**config.mk**
```make
export PLATFORM = sky130hd
export DESIGN_NAME = booth_seq_mult
export DESIGN_NICKNAME = d
export VERILOG_FILES = /design/src/rtl/booth_seq_mult.sv
export SDC_FILE = /design/constraint.sdc
export NUM_CORES = 1
export LEC_CHECK = 0
export ABC_AREA = 1
export CELL_PAD_IN_SITES_DETAIL_PLACEMENT = 1
export CELL_PAD_IN_SITES_GLOBAL_PLACEMENT = 1
export CORE_ASPECT_RATIO = 0.8
export CORE_UTILIZATION = 38
export CTS_BUF_LIST = sky130_fd_sc_hd__clkbuf_8
export DETAILED_ROUTE_END_ITERATION = 10
export PLACE_DENSITY_LB_ADDON = 0.12
export SYNTH_ARGS = -nofsm -noshare
export SYNTH_HDL_FRONTEND = slang
export SYNTH_SLANG_ARGS = --single-unit
```
**constraint.sdc**
```tcl
create_clock -name clk -period 1.9 [get_ports clk]
set_input_delay 0.38 -clock clk [delete_from_list [all_inputs] [get_ports clk]]
set_output_delay 0.38 -clock clk [all_outputs]
set_load 0.1 [all_outputs]
```
**src/rtl/booth_seq_mult.sv**
```systemverilog
`default_nettype none
// ============================================================================
// Module      : booth_seq_mult
// Description : Sequential radix-2 Booth multiplier producing a signed 2N-bit
//               product one multiplier bit per clock; a reset pulse starts it.
// Revision    : 1.0 - initial release
// ============================================================================
module booth_seq_mult #(
    parameter int NB = 2,
    parameter int N  = 2 ** NB
) (
    input  logic           clk,
    input  logic           rst,
    input  logic [N-1:0]   im,
    input  logic [N-1:0]   iq,
    output logic           pd,
    output logic [2*N-1:0] p
);

    typedef enum logic [1:0] {
        LOAD = 2'd0,
        RUN  = 2'd1,
        DONE = 2'd2
    } state_t;

    localparam logic [NB-1:0] c_last = NB'(N - 1);

    state_t         r_state;
    state_t         w_next;
    logic [N:0]     r_a;
    logic [N:0]     r_m;
    logic [N-1:0]   r_q;
    logic           r_qm1;
    logic [NB-1:0]  r_cnt;
    logic           r_pd;
    logic [2*N-1:0] r_p;

    logic [N:0]     w_sum;
    logic [N:0]     w_a_sh;
    logic [N-1:0]   w_q_sh;
    logic           w_last;

    assign w_last = (r_cnt == c_last);

    // A and M carry one guard bit so that negating the most negative
    // multiplicand stays representable.
    always_comb begin
        w_sum = r_a;
        case ({r_q[0], r_qm1})
            2'b01:   w_sum = r_a + r_m;
            2'b10:   w_sum = r_a - r_m;
            default: w_sum = r_a;
        endcase
    end

    assign w_a_sh = {w_sum[N], w_sum[N:1]};
    assign w_q_sh = {w_sum[0], r_q[N-1:1]};

    always_ff @(posedge clk or negedge rst) begin
        if (!rst) begin
            r_state <= LOAD;
        end else begin
            r_state <= w_next;
        end
    end

    always_comb begin
        w_next = r_state;
        case (r_state)
            LOAD:    w_next = RUN;
            RUN:     if (w_last) w_next = DONE;
            DONE:    w_next = DONE;
            default: w_next = LOAD;
        endcase
    end

    always_ff @(posedge clk or negedge rst) begin
        if (!rst) begin
            r_a   <= '0;
            r_m   <= '0;
            r_q   <= '0;
            r_qm1 <= 1'b0;
            r_cnt <= '0;
            r_pd  <= 1'b0;
            r_p   <= '0;
        end else begin
            case (r_state)
                LOAD: begin
                    r_m   <= {im[N-1], im};
                    r_q   <= iq;
                    r_a   <= '0;
                    r_qm1 <= 1'b0;
                    r_cnt <= '0;
                end
                RUN: begin
                    r_a   <= w_a_sh;
                    r_q   <= w_q_sh;
                    r_qm1 <= r_q[0];
                    r_cnt <= r_cnt + NB'(1);
                    if (w_last) begin
                        r_p  <= {w_a_sh[N-1:0], w_q_sh};
                        r_pd <= 1'b1;
                    end
                end
                default: begin
                    r_pd <= r_pd;
                end
            endcase
        end
    end

    assign pd = r_pd;
    assign p  = r_p;

endmodule
`default_nettype wire

```
==> results.md <==
* Max-Cap Viols at 0
* Placed cells at 225
* Final GP Congestion at 0.7873
* CTS Buffer Depth at 2
* DP Worst Slack at -0.2056 ns
* Layout cells sized above 1 at 24.87%
* Status: complete, but fails checks
* Clock sinks at 26
* Total GRT Usage at 19.54%
* Synth cell types at 29
* Syn nets at 179
* CTS tree: yes
* Initial core utilization at 39.80%
* Min-Delay Path Class: in -> async
* Die Wd at 68.95 µm
* Routed wire length at 3425 µm
* Slew @ Worst Pin at 0.5010 ns
* ANT cells at 0
* Initial DRC count at 60
* Period utilization at 104.9%
* Endpoints failing setup at 4
* First-pass GRT wire length at 5602 µm
* Crit end category: flip-flop
* Hold_ws at 0.4653 ns
* DP Area at 0.001622 mm²
* Post-layout nets at 210
* CP Max Fanout at 5
* Vias in the first global route at 1263
* CORE AREA at 0.003423 mm²
* H-tree lvl count at 1
* Total CTS buffers at 3
* Most frequent cells in the layout: nand2_1, dfrtp_1, inv_1
* Relative slew margins at 66.60%
* Unrepaired setup endpoints after global routing: true
* Pleak at 0.8880 nW
* Setup ws final at -0.09374 ns
* Clock Skew at 0.004865 ns
* Largest net degree at the start of global routing at 27
* Mapped Cells at 159
* Slew Limit Fails at 0
* Comb power frac at 49.5%
* Clk pwr share at 19.0%
* Fmax at 501.6 MHz
* HPWL after detailed placement at 2361 µm
* Commonest non-fill, non-tap cell in the layout: nand2_1
* DR pass1 iterations at 4
* Post-route cell area at 0.001815 mm²
* Fin. Hold Viols at 0
* Mapped Area at 0.001363 mm²
* Switching power at 0.001088 W
* Remaining DRCs at 0
* Worst Setup Start Kind: flip-flop
* Port buffer count at 18
* Die Area at 0.003831 mm²
* Antenna-violating nets left at 0
* Sw Share at 44.86%
* Critical Path RT at 2.07 ns
* DR vias/cell at 5.074
* Clock edge transition at the registers on the reported setup and hold paths at 0.09 ns
* Failing checks: negative setup slack
* Worst path arrival time at 2.17 ns
* Clock Latency Late Sink at 0.27 ns
* Setup Crit Path Kind: reg -> reg
* Via count at 1172
* I/O pins at 19
* Syn avg cell area at 8.570 µm²
* Pint at 0.001337 W
* Row cnt at 19
* Drt wl/cell at 14.83 µm
* Seq cells post-synth at 26
* Peak supply drop at 0.5310 mV
* Clk root buf: clkbuf_8
* GRT overflow at 0
* Seq/Total Area, Yosys at 47.75%
* Die height at 55.56 µm
* Pwr Total at 0.002425 W
* Pwr Density at 1336 mW/mm²
* Fillcell total at 404
* Post-route insts no fill at 231
* Antenna violations before repair at 0
* Synth-to-layout area growth at 33.24%
* Sequential power share at 31.4%
* Hold buffer count at CTS at 0
* Shortest period the worst path allows at 1.994 ns
* Yosys Warn Count at 0
[kinds of logic after synthesis]
family                     count (synthesis)  synth area share, %
buffers and inverters                     28                8.447
DFF                                       26                47.75
and+or+nand+nor                           64                20.20
adders and majority gates                 10                9.734
AOI/OAI and AO/OA                         30                13.22
xor gates and xnor gates                   1               0.6429
[synthesized netlist by cell type (all sizes together)]
cell	instances	area, µm²
nor3	3	15.01
nor2	6	27.52
ha	9	112.6
or2	2	12.52
inv	24	90.08
xor2	1	8.760
nand3b	2	15.01
buf	3	21.27
a31oi	1	6.260
a221oi	3	26.28
a22oi	1	7.510
nand2	43	163.9
o21ai	16	80.07
o22ai	3	18.77
a22o	1	8.760
clkinv	1	3.750
o221ai	1	8.760
fa	1	20.02
dfrtp	26	650.6
a21oi	4	23.77
nand4	1	6.260
nand3	7	35.03
[power by group through the flow]
stage | sequential, W | clock (W) | combinational (W)
6_report | 0.000762 | 0.000461 | 0.00120
3_5_place_dp | 0.000758 | 0 | 0.00105
2_1_floorplan | 0.00116 | 0 | 0.000381
3_3_place_gp | 0.000748 | 0 | 0.00103
5_1_grt | 0.000781 | 0.000484 | 0.00130
4_1_cts | 0.000760 | 0.000466 | 0.00111
[metrics by stage]
| step | util [%] | setup TNS [ns] |
|---|---|---|
| after CTS | 51.46 | -0.2538 |
| after detailed placement | 47.37 | -0.8280 |
| after floorplan | - | 0 |
| final | 53.03 | -0.2236 |
| after global routing | 53.03 | -1.022 |
| after global placement | 47.37 | -0.3919 |
[layout make-up]
| cell class | count | area [µm²] | area share, % |
|---|---|---|---|
| clock buffers | 3 | 41.29 | 2.274 |
| clock inverters | 1 | 30.03 | 1.654 |
| inverters | 25 | 93.84 | 5.169 |
| multi-input cells | 105 | 706.9 | 38.94 |
| flip-flops and latches | 26 | 650.6 | 35.84 |
| well taps | 42 | 52.55 | 2.895 |
| repair buffers | 29 | 240.2 | 13.23 |
[path summary, 6_finish.rpt]
check / start / end / slack [ns] / cells past startpoint
min in group clk: pd / pd / 0.49 / 1
worst min-delay path: rst / p[1] / 0.47 / 2
max in group asynchronous: rst / r_q[0] / 1.18 / 2
worst min register to register: pd / pd / 0.49 / 1
worst max-delay path: r_q[0] / r_a[3] / -0.09 / 14
worst max register to register: r_q[0] / r_a[3] / -0.09 / 14
[routing by layer]
metal	up-vias	track usage [%]	wire length, µm
li1	577	-	-
met1	559	24.38	1565
met2	28	32.32	1707
met3	8	5.372	114
met4	0	5.539	37
met5	-	0	0
[critical path: stages, from the launching register on]
cell and delay, ns:
dfrtp_1 0.42, ha_4 0.20, a31oi_4 0.15, xor2_1 0.15, inv_1 0.08, ha_4 0.29, nand2_2 0.06, nor2_2 0.08
nor2_1 0.05, nand2_1 0.09, nand3_1 0.08, nand2_1 0.07, nand2_1 0.06, nand2_1 0.06, nand2_1 0.05
[state kept, by name (all words and copies together) (netlist names)]
name / cells
r_a: 4
r_cnt: 2
r_m: 4
r_qm1: 1
pd: 1
p: 8
r_state: 2
r_q: 4
[what timing repair did]
action,4_1_cts,5_1_grt
endpoints found under the hold margin,0,0
resized for setup,10,11
pin swaps,4,6
buffers inserted,1,1
endpoints found under the setup margin,8,8
(Power assumes the default switching activity.)
